### config.mk
export PLATFORM = sky130hd
export DESIGN_NAME = sevenseg_mux4_ca_capture
export DESIGN_NICKNAME = d
export VERILOG_FILES = /design/src/rtl/sevenseg_mux4_ca_capture.sv
export SDC_FILE = /design/constraint.sdc
export NUM_CORES = 1
export LEC_CHECK = 0
export ABC_AREA = 1
export CAP_MARGIN = 5
export CORE_MARGIN = 1
export CORE_UTILIZATION = 55
export DETAILED_ROUTE_END_ITERATION = 6
export PLACE_DENSITY = 0.75
export SLEW_MARGIN = 20
export SYNTH_ARGS = -nofsm -noshare
export SYNTH_HDL_FRONTEND = slang
export SYNTH_SLANG_ARGS = --single-unit
### constraint.sdc
create_clock -name clk -period 12.7 [get_ports clk]
set_input_delay 2.54 -clock clk [delete_from_list [all_inputs] [get_ports clk]]
set_output_delay 2.54 -clock clk [all_outputs]
set_load 0.005 [all_outputs]
### src/rtl/sevenseg_mux4_ca_capture.sv
// Receive side of a 4-digit common-anode multiplexed 7-segment link: rebuilds BCD digits and value.
// Optional macro CAPTURE_ON_CHANGE_EN: publish only frames that differ from the displayed digits.
module sevenseg_mux4_ca_capture #(
  parameter int STABLE_CYCLES  = 16,
  parameter int TIMEOUT_CYCLES = 500_000
) (
  input  logic        clk,
  input  logic        rst,
  input  logic [6:0]  seg,
  input  logic [3:0]  an,
  output logic [3:0]  bcd3,
  output logic [3:0]  bcd2,
  output logic [3:0]  bcd1,
  output logic [3:0]  bcd0,
  output logic [13:0] value,
  output logic        frame_valid,
  output logic        seg_err,
  output logic        timeout,
  output logic        link_ok
);

  localparam int SW = $clog2(STABLE_CYCLES);
  localparam int TW = $clog2(TIMEOUT_CYCLES);

  logic [6:0]      seg_m, seg_s;
  logic [3:0]      an_m, an_s;
  logic [10:0]     p, p_prev;
  logic [SW-1:0]   stab_cnt;
  logic [TW-1:0]   to_cnt;
  logic [3:0][3:0] shadow;
  logic [3:0]      seen;
  logic            accept, one_low, dig_ok, wr, bad, complete, publish, to_hit;
  logic [3:0]      dig, wr_mask;
  logic [1:0]      slot;
  logic [13:0]     shadow_value;

  // Idle lines look like a blank display, so the synchronizers start at all-ones
  always_ff @(posedge clk or posedge rst) begin
    if (rst) begin
      seg_m <= '1;
      seg_s <= '1;
      an_m  <= '1;
      an_s  <= '1;
    end else begin
      seg_m <= seg;
      seg_s <= seg_m;
      an_m  <= an;
      an_s  <= an_m;
    end
  end

  assign p      = {an_s, seg_s};
  assign accept = (p == p_prev) && (stab_cnt == SW'(STABLE_CYCLES - 2));

  always_ff @(posedge clk or posedge rst) begin
    if (rst) begin
      p_prev   <= '1;
      stab_cnt <= '0;
    end else begin
      p_prev <= p;
      if (p != p_prev)
        stab_cnt <= '0;
      else if (stab_cnt != SW'(STABLE_CYCLES - 1))
        stab_cnt <= stab_cnt + 1'b1;
    end
  end

  always_comb begin
    dig_ok = 1'b1;
    dig    = 4'd0;
    case (seg_s)
      7'h40:   dig = 4'd0;
      7'h79:   dig = 4'd1;
      7'h24:   dig = 4'd2;
      7'h30:   dig = 4'd3;
      7'h19:   dig = 4'd4;
      7'h12:   dig = 4'd5;
      7'h02:   dig = 4'd6;
      7'h78:   dig = 4'd7;
      7'h00:   dig = 4'd8;
      7'h10:   dig = 4'd9;
      7'h7F:   dig = 4'd0;
      default: dig_ok = 1'b0;
    endcase
  end

  always_comb begin
    one_low = 1'b1;
    slot    = 2'd0;
    case (an_s)
      4'b0111: slot = 2'd3;
      4'b1011: slot = 2'd2;
      4'b1101: slot = 2'd1;
      4'b1110: slot = 2'd0;
      default: one_low = 1'b0;
    endcase
  end

  assign wr           = accept && one_low && dig_ok;
  assign bad          = accept && one_low && !dig_ok;
  assign wr_mask      = wr ? ~an_s : 4'b0000;
  assign complete     = (seen == 4'b1111);
  assign to_hit       = (to_cnt == TW'(TIMEOUT_CYCLES - 1));
  assign shadow_value = 14'(shadow[3]) * 14'd1000 + 14'(shadow[2]) * 14'd100
                      + 14'(shadow[1]) * 14'd10 + 14'(shadow[0]);

`ifdef CAPTURE_ON_CHANGE_EN
  // fresh forces the first frame after reset or timeout out even if it matches the display
  logic fresh;
  assign publish = complete && (fresh || (shadow != {bcd3, bcd2, bcd1, bcd0}));

  always_ff @(posedge clk or posedge rst) begin
    if (rst)
      fresh <= 1'b1;
    else if (publish)
      fresh <= 1'b0;
    else if (to_hit && !complete)
      fresh <= 1'b1;
  end
`else
  assign publish = complete;
`endif

  // Completion takes priority over timeout when both land on the same cycle
  always_ff @(posedge clk or posedge rst) begin
    if (rst) begin
      shadow      <= '0;
      seen        <= '0;
      to_cnt      <= '0;
      bcd3        <= '0;
      bcd2        <= '0;
      bcd1        <= '0;
      bcd0        <= '0;
      value       <= '0;
      frame_valid <= 1'b0;
      seg_err     <= 1'b0;
      timeout     <= 1'b0;
      link_ok     <= 1'b0;
    end else begin
      frame_valid <= 1'b0;
      timeout     <= 1'b0;
      seg_err     <= bad;
      if (wr)
        shadow[slot] <= dig;
      if (complete) begin
        seen    <= wr_mask;
        to_cnt  <= '0;
        link_ok <= 1'b1;
        if (publish) begin
          {bcd3, bcd2, bcd1, bcd0} <= shadow;
          value       <= shadow_value;
          frame_valid <= 1'b1;
        end
      end else if (to_hit) begin
        seen    <= '0;
        to_cnt  <= '0;
        timeout <= 1'b1;
        link_ok <= 1'b0;
      end else begin
        seen   <= seen | wr_mask;
        to_cnt <= to_cnt + 1'b1;
      end
    end
  end

endmodule
==> Word level (Yosys, flattened, before mapping) <==
Index checks and enable logic that the tools add are counted.
{ "totals": {"ff_bits": 110, "elab_cells": 83} }
{ "classes": {"addsub": 5, "multipliers": 3, "order_cmp": 2, "n_eq_ne": 20, "muxes": 19, "bitwise": 2, "reduce_logical": 11} }
{ "op_table": {"columns": ["operator", "count"], "rows": [
  ["19-bit two-way mux", 2],
  ["4-bit case mux with 9 select lines", 1],
  ["7-bit == test (second input constant)", 4],
  ["4-bit two-way mux", 6],
  ["7-bit by 5-bit == test with 1-bit output (second input constant)", 3],
  ["4-bit == test (second input constant)", 5],
  ["19-bit by 1-bit adder with 19-bit output (second input constant)", 1],
  ["19-bit == test (second input constant)", 1],
  ["16-bit bitwise mux", 1],
  ["14-bit by 11-bit adder with 14-bit output", 1],
  ["14-bit by 4-bit adder with 14-bit output", 1],
  ["14-bit by 8-bit adder with 14-bit output", 1],
  ["7-bit by 6-bit == test with 1-bit output (second input constant)", 2],
  ["11-bit == test", 1],
  ["4-bit by 7-bit multiplier with 11-bit output (second input constant)", 1],
  ["11-bit != test", 1],
  ["11-bit OR reduction", 1],
  ["4-bit by 5-bit multiplier with 9-bit output (second input constant)", 1],
  ["4-bit demux with 2-bit select", 1],
  ["7-bit by 2-bit == test with 1-bit output (second input constant)", 1],
  ["7-bit logical NOT", 1],
  ["4-bit by 3-bit multiplier with 7-bit output (second input constant)", 1],
  ["1-bit two-way mux", 7],
  ["2-bit case mux with 3 select lines", 1],
  ["other kinds (11)", 16]
]} }

==> Longest topological paths before layout <==
Gate-level depths: netlist (run 1).
{ "depth": {"word_depth": 9, "depth_mapped": 19} }

==> Worst setup path after synthesis (run 1) <==
Ideal clock, no wire load.
{ "synth_timing": {"path_kind": "register to register", "from": "register shadow[14] (netlist name)", "to": "register value[12]", "t_arrival_ps": 3882, "slack_ps": 8701, "path_stages_with_launch": 19, "n_path_buf": 0, "period_less_slack_ps": 3999, "path_cell_list": "dfrtp_1 fa_1 inv_1 fa_1 inv_1 ha_1 a21oi_1 nand2_1 xor2_1 ha_1 ha_1 ha_1 nand2_1 nor3_1 nand3_1 nand3_1 nand2_1 nand3_1 nand2_1"} }
{ "synth_via": {"elab_chain_cells": 4} }
{ "synth_rtl": {"columns": ["item", "line", "rtl"], "rows": [
  ["start, declared", "30", "logic [3:0][3:0] shadow;"],
  ["start signal, assigned by index", "144", "shadow[slot] <= dig;"],
  ["4-bit by 7-bit multiplier with 11-bit output", "104", "assign shadow_value = 14'(shadow[3]) * 14'd1000 + 14'(shadow[2]) * 14'd100"],
  ["14-bit by 11-bit adder with 14-bit output", "104", null],
  ["14-bit by 8-bit adder with 14-bit output", "105", "+ 14'(shadow[1]) * 14'd10 + 14'(shadow[0]);"],
  ["14-bit by 4-bit adder with 14-bit output", "105", null],
  ["end signal, assigned", "151", "value <= shadow_value;"],
  ["end, declared", "15", "output logic [13:0] value,"]
]} }
No other way between the ends.
A chain may end at the register's enable or synchronous reset.

==> Worst setup path after layout (run 1) <==
Same ends and word-level chain as after synthesis.

==> qor.txt, run 1 <==
Port Buf Inserts - 46
Flip-flop and latch count after synthesis - 109
Adder-cell share of the synthesized area - 15.9%
Synthesized instance count - 709
Postcts setup bufs - 0
H-tree levels - 3
WS Path Type - register to register
DR WL/cell - 13.7 µm
Total number of vias - 4792
Vias per cell - 5.32
GRT Residual Overflow - 0
Top Family by Delay on Critical Path - adder cells
Initial DRC count - 229
Largest family of logic cells by synthesized area - simple AND/OR/NAND/NOR gates
Antenna-violating nets left - 0
Clock Skews - 7.45 ps
Final hold violation count - 0
Startpoint Class - register
Worst path cell trace - fa_1 > inv_1 > fa_1 > inv_1 > ha_1 > a21oi_1 > nand2_1 > xor2_1 > ha_1 > ha_1 > ha_1 > nand2_1 > nor3_1 > nand3_1 > nand3_1 > nand2_1 > nand3_1 > nand2_1
Crit path required time - 12940 ps
GRT Total Usage - 22.7%
Post-synthesis simple-gate area fraction - 26.3%
Crit. End Element - register
Max Fclk - 230 MHz
Worst hold path startpoint - seg_m[2]$_DFF_PP1_
TritonCTS clock tree - done
Crit path buffers/inverters - 2
Unrepaired setup endpoints after global routing - no
CTS Sinks - 109
Origin of the worst setup path - shadow[14]$_DFFE_PP0P_
Worst Slack Setup Final - 8340 ps
Mux cell area share after synthesis - 0%
Register cell area after layout - 0.00277 mm²
Largest cells by area after synthesis - dfrtp_1 30%, dfstp_2 14%, nand2_1 11%
# DRC - 0
Peak supply drop - 0.133 mV
Root buffer cell - clkbuf_16
Die X - 109 µm
Die height - 109 µm
Final Wtd Congestion - 0.917
DIE AREA - 0.0119 mm²
Overall power - 0.641 mW
Final count of pins violating max slew - 0
CTS Hold Bufs - 0
Placed inst area - 0.00690 mm²
First-pass GRT wire length - 20700 µm
Multi-input gate area - 0.00316 mm²
Status - finished clean
Syn Nets - 792
Row count - 38
Crit path DAT - 4590 ps
Endpoints failing setup - 0
Post-route cell area - 0.00717 mm²
Core area - 0.0110 mm²
CP max stage cell - fa_1
Bufs on Longest Clock Path - 2
Share of cells above drive strength 1 - 11.0%
Largest net degree at the start of global routing - 59
I/O pin total - 47
Fillers - 933
Reg clk slew, reported paths - 70 ps
First-pass DRT Iterations - 5
Area growth, synth to finish - 13.4%
Yosys cell types - 43
Vias in the first global route - 4601
Actual slew at the worst max-slew pin - 1080 ps
Worst-Skew Late Latency - 350 ps
Antenna violations before repair - 0
Xor and xnor area share after synthesis - 3.60%
Post-route setup TNS - 0 ps
Max transition margin - 27.8%
Final WL - 12300 µm
NumNets Final - 839
Yosys warning count - 0
Min Hold Slack - 356 ps
CTS resizes - 0
Starting Density - 57.3%
DP HPWL - 9510 µm
CP max stage delay - 620 ps
Worst R2R Start - shadow[14]$_DFFE_PP0P_
HP Class - register to register
Compound-Gate Fraction of Synth Area - 4.23%
Sequential share of the synthesized area - 43.8%
Placement Setup Slack - 8380 ps
Area leader, netlist - dfrtp_1
Leak Pwr - 3.69 nW
Final worst path period share - 34.3%
Avg Inst Size Synth - 8.92 µm²
Num CTS Buffers - 9
Max cap viols - 0
N_diodes - 0
Share of the synthesized area in the top cell type - 30.1%
Crit-path max FO - 7
Pwr per Cell Area - 89.4 mW/mm²
Post-layout min period - 4360 ps
Post-synthesis instance area - 0.00632 mm²
cells in the final DEF (no fill, tap or decap), drive strengths merged, types with 5 or more instances in the layout:
cell type	synthesis	routed
nand2	194	194
inv	82	83
dfrtp	76	76
nor2	63	63
ha	53	53
nand3	48	48
clkdlybuf4s50	0	46
dfstp	33	33
nand4	32	32
a21oi	19	19
o21ai	18	18
fa	17	17
nor3	16	16
xor2	14	14
xnor2	12	12
clkbuf	5	11
a31oi	5	5
clkinv	1	5
worst reg2reg max path, cell delays in order (launching register included):
cell     delay (ps)
dfrtp_1         470
fa_1            620
inv_1           100
fa_1            500
inv_1            40
ha_1            340
a21oi_1         160
nand2_1         100
xor2_1          150
ha_1            300
ha_1            300
ha_1            360
nand2_1         110
nor3_1          220
nand3_1         160
nand3_1         120
nand2_1          50
nand3_1          70
nand2_1          70
final timing paths:
path | to | cells past startpoint | slack [ps]
max | value[12]$_DFFE_PP0P_ | 18 | 8340
min | seg_s[2]$_DFF_PP1_ | 0 | 360
max in group asynchronous | shadow[10]$_DFFE_PP0P_ | 3 | 8930
min reg2reg | seg_s[2]$_DFF_PP1_ | 0 | 360
min in group asynchronous | timeout$_DFF_PP0_ | 2 | 2660
max reg2reg | value[12]$_DFFE_PP0P_ | 18 | 8340
flip-flops by register name (all words and copies together), names as in the netlist, 7 cells and up:
register,cells
seg_m,7
p_prev,11
value,13
shadow,16
to_cnt,19
seg_s,7
stage by stage:
step | cells | utilization, %
CTS | 901 | 65.0
floorplan | 709 | -
global placement | 885 | 62.5
finish | 901 | 65.0
detailed placement | 885 | 62.5
global route | 901 | 65.0
where the power goes:
group	leakage, nW	internal (mW)	switching [mW]
combinational	2.16	0.00761	0.0152
sequential	1.39	0.357	0.00419
clock	0.134	0.134	0.123
total	3.69	0.498	0.143
cell usage after synthesis, drive strengths merged:
| cell | n |
|---|---|
| a21o | 1 |
| nor2 | 63 |
| nor3b | 3 |
| a31o | 2 |
| a31oi | 5 |
| ha | 53 |
| nand3 | 48 |
| o21ai | 18 |
| clkbuf | 5 |
| or2 | 1 |
| nand3b | 1 |
| dfstp | 33 |
| xnor2 | 12 |
| xor2 | 14 |
| a21oi | 19 |
| fa | 17 |
| and3 | 1 |
| o21bai | 1 |
| o211ai | 1 |
| clkinv | 1 |
| nand4 | 32 |
| nor3 | 16 |
| inv | 82 |
| buf | 7 |
| nand2 | 194 |
| dfrtp | 76 |
| nor4 | 3 |
logic make-up (layout without fill, tap and decap cells):
family	after synthesis	after routing
flip-flops	109	109
buffers and inverters	95	147
AO/OA/AOI/OAI	47	47
AND/OR/NAND/NOR	362	362
XOR/XNOR	26	26
adder cells (fa/ha/maj)	70	70
metal layers:
layer  track usage (%)  vias up  routed length, µm
met3              6.16       13                423
met2              38.5       84               6010
li1                  -     2389                  -
met5                 0        -                  0
met1              28.7     2306               5730
met4              6.10        0                163
cell type report:
class / instances / share of cell area [%]
repair buffers: 48 / 6.63
flip-flops and latches: 109 / 38.6
clock inverters: 5 / 0.524
multi-input cells: 505 / 44.1
inverters: 83 / 4.38
clock buffers: 11 / 3.25
well taps: 140 / 2.44
Power figures use the tool's default switching activity.
==> run 2, diff against run 1 <==
- clock period: 12.7 -> 4.25 ns (I/O delays scaled with it)
==> qor.txt, run 2 (synthesized netlist as in run 1, its figures left out) <==
Die X - 109 µm
Startpoint Class - register
First-pass DRT Iterations - 5
GRT Residual Overflow - 0
Area growth, synth to finish - 15.2%
Num CTS Buffers - 9
Status - finished clean
Worst R2R Start - shadow[14]$_DFFE_PP0P_
Clk network pwr share - 42.8%
Leak Pwr - 3.71 nW
R2R setup slack - 180 ps
Peak supply drop - 0.260 mV
I/O pin total - 47
Pwr per Cell Area - 276 mW/mm²
Placed inst area - 0.00693 mm²
Starting Density - 57.3%
Flop pwr share - 53.7%
DR WL/cell - 14.2 µm
Bufs on Longest Clock Path - 2
Final Wtd Congestion - 0.888
Total number of vias - 4890
NumNets Final - 844
Port Buf Inserts - 46
Top reg by flops - to_cnt
Max cap viols - 0
Row count - 38
Vias per cell - 5.40
Antenna violations before repair - 0
Largest registers - to_cnt (19), shadow (16), value (13)
Crit path required time - 4490 ps
Die height - 109 µm
Crit. End Element - register
GRT Total Usage - 23.8%
Int Pwr - 1.55 mW
Core area - 0.0110 mm²
Post-layout min period - 4070 ps
Hold-critical path depth - 0
Post-route cell area - 0.00728 mm²
HP Class - register to register
Root buffer cell - clkbuf_16
DP HPWL - 9640 µm
Worst R2R Path Depth - 17
Worst-Skew Late Latency - 350 ps
Vias in the first global route - 4788
Max reg flops - 19
Final WL - 12900 µm
Worst hold path startpoint - an_m[3]$_DFF_PP1_
Post-route setup TNS - 0 ps
Crit-path max FO - 5
Sw Ratio - 22.8%
H-tree levels - 3
Max Fclk - 246 MHz
Max transition margin - 36.2%
First-pass GRT wire length - 21900 µm
# DRC - 0
Final worst path period share - 95.7%
Overall power - 2.01 mW
WS Path Type - register to register
Combinational share of power - 3.5%
Final hold violation count - 0
Switch Pwr - 0.458 mW
Initial DRC count - 330
Clock Skews - 7.79 ps
N_diodes - 0
Final count of pins violating max slew - 0
Reg-to-reg endpoint - value[13]$_DFFE_PP0P_
Actual slew at the worst max-slew pin - 952 ps
Most frequent cells in the layout - 191 x nand2_1, 76 x dfrtp_1, 71 x inv_1, 55 x nor2_1, 49 x ha_1
CTS Sinks - 109
TritonCTS clock tree - done
Reg clk slew, reported paths - 80 ps
End of the worst hold path - an_s[3]$_DFF_PP1_
DIE AREA - 0.0119 mm²
Antenna-violating nets left - 0
Crit path DAT - 4300 ps
Commonest non-fill, non-tap cell in the layout - nand2_1
Share of cells above drive strength 1 - 12.4%
Largest net degree at the start of global routing - 87
Endpoints failing setup - 0
[run 2: cell types whose count changed in the layout (fill, tap and decap cells not counted), sizes merged]
cell,change
clkbuf,-2
clkinv,+1
bufinv,+1
buf,+5
clkinvlp,+1
inv,-1
[run 2: worst max-delay path by stage]
| stage | from | end | slack [ps] | cells after the start |
|---|---|---|---|---|
| after global placement | shadow[13]$_DFFE_PP0P_ | value[12]$_DFFE_PP0P_ | 150 | 18 |
| after CTS | shadow[13]$_DFFE_PP0P_ | value[12]$_DFFE_PP0P_ | 9 | 18 |
| after floorplan | shadow[14]$_DFFE_PP0P_ | value[12]$_DFFE_PP0P_ | 250 | 18 |
| after detailed placement | shadow[13]$_DFFE_PP0P_ | value[12]$_DFFE_PP0P_ | 30 | 18 |
| after global routing | shadow[14]$_DFFE_PP0P_ | value[13]$_DFFE_PP0P_ | -10 | 17 |
| final | shadow[14]$_DFFE_PP0P_ | value[13]$_DFFE_PP0P_ | 180 | 17 |
[run 2: what timing repair did]
action / in CTS / in global routing
setup endpoints to repair: 0 / 5
gates resized for setup: 0 / 6
hold endpoints to repair: 0 / 0
hold buffers: 0 / 0
buffers inserted: 0 / 1
[run 2: layout make-up]
type                            count  area (µm²)
Clock buffer                        9         225
Clock inverter                      7        75.1
Fill cell                         924        3750
Inverter                           83         317
Multi-Input combinational cell    505        3210
Sequential cell                   109        2770
Tap cell                          140         175
Timing Repair Buffer               53         513
[run 2: worst max-delay path, cell delays in order, from the launching register on]
cell	delay [ps]
dfrtp_1	400
fa_1	530
inv_1	140
fa_1	430
ha_1	380
a21oi_1	170
nand2_1	100
xor2_1	160
ha_1	310
ha_1	340
ha_4	270
inv_1	120
o21ai_1	100
nand2_1	70
nand4_1	100
nand3b_1	170
nand3_1	80
nand2_1	90
[run 2: power groups by stage]
stage / logic, mW / registers [mW] / clock network, mW
floorplan: 0.0477 / 1.09 / 0
global placement: 0.0675 / 1.10 / 0
detailed placement: 0.0705 / 1.10 / 0
CTS: 0.0710 / 1.08 / 0.874
global route: 0.0795 / 1.08 / 0.913
finish: 0.0697 / 1.08 / 0.859
[run 2: through the flow]
step / hold WS (ps) / util, % / setup slack, ps / std cells
2_1_floorplan: 345 / - / 251 / 709
3_3_place_gp: 346 / 62.8 / 146 / 889
3_5_place_dp: 347 / 62.8 / 25.3 / 889
4_1_cts: 356 / 65.5 / 9.10 / 905
5_1_grt: 355 / 66.0 / -9.50 / 906
6_report: 356 / 66.0 / 183 / 906
[run 2: routing by layer]
metal  wire, µm  up-vias  track usage, %
met3        475       16            3.23
met5          0        -               0
met1       6020     2358            31.7
met2       6180      109            40.6
li1           -     2407               -
met4        202        0            7.33
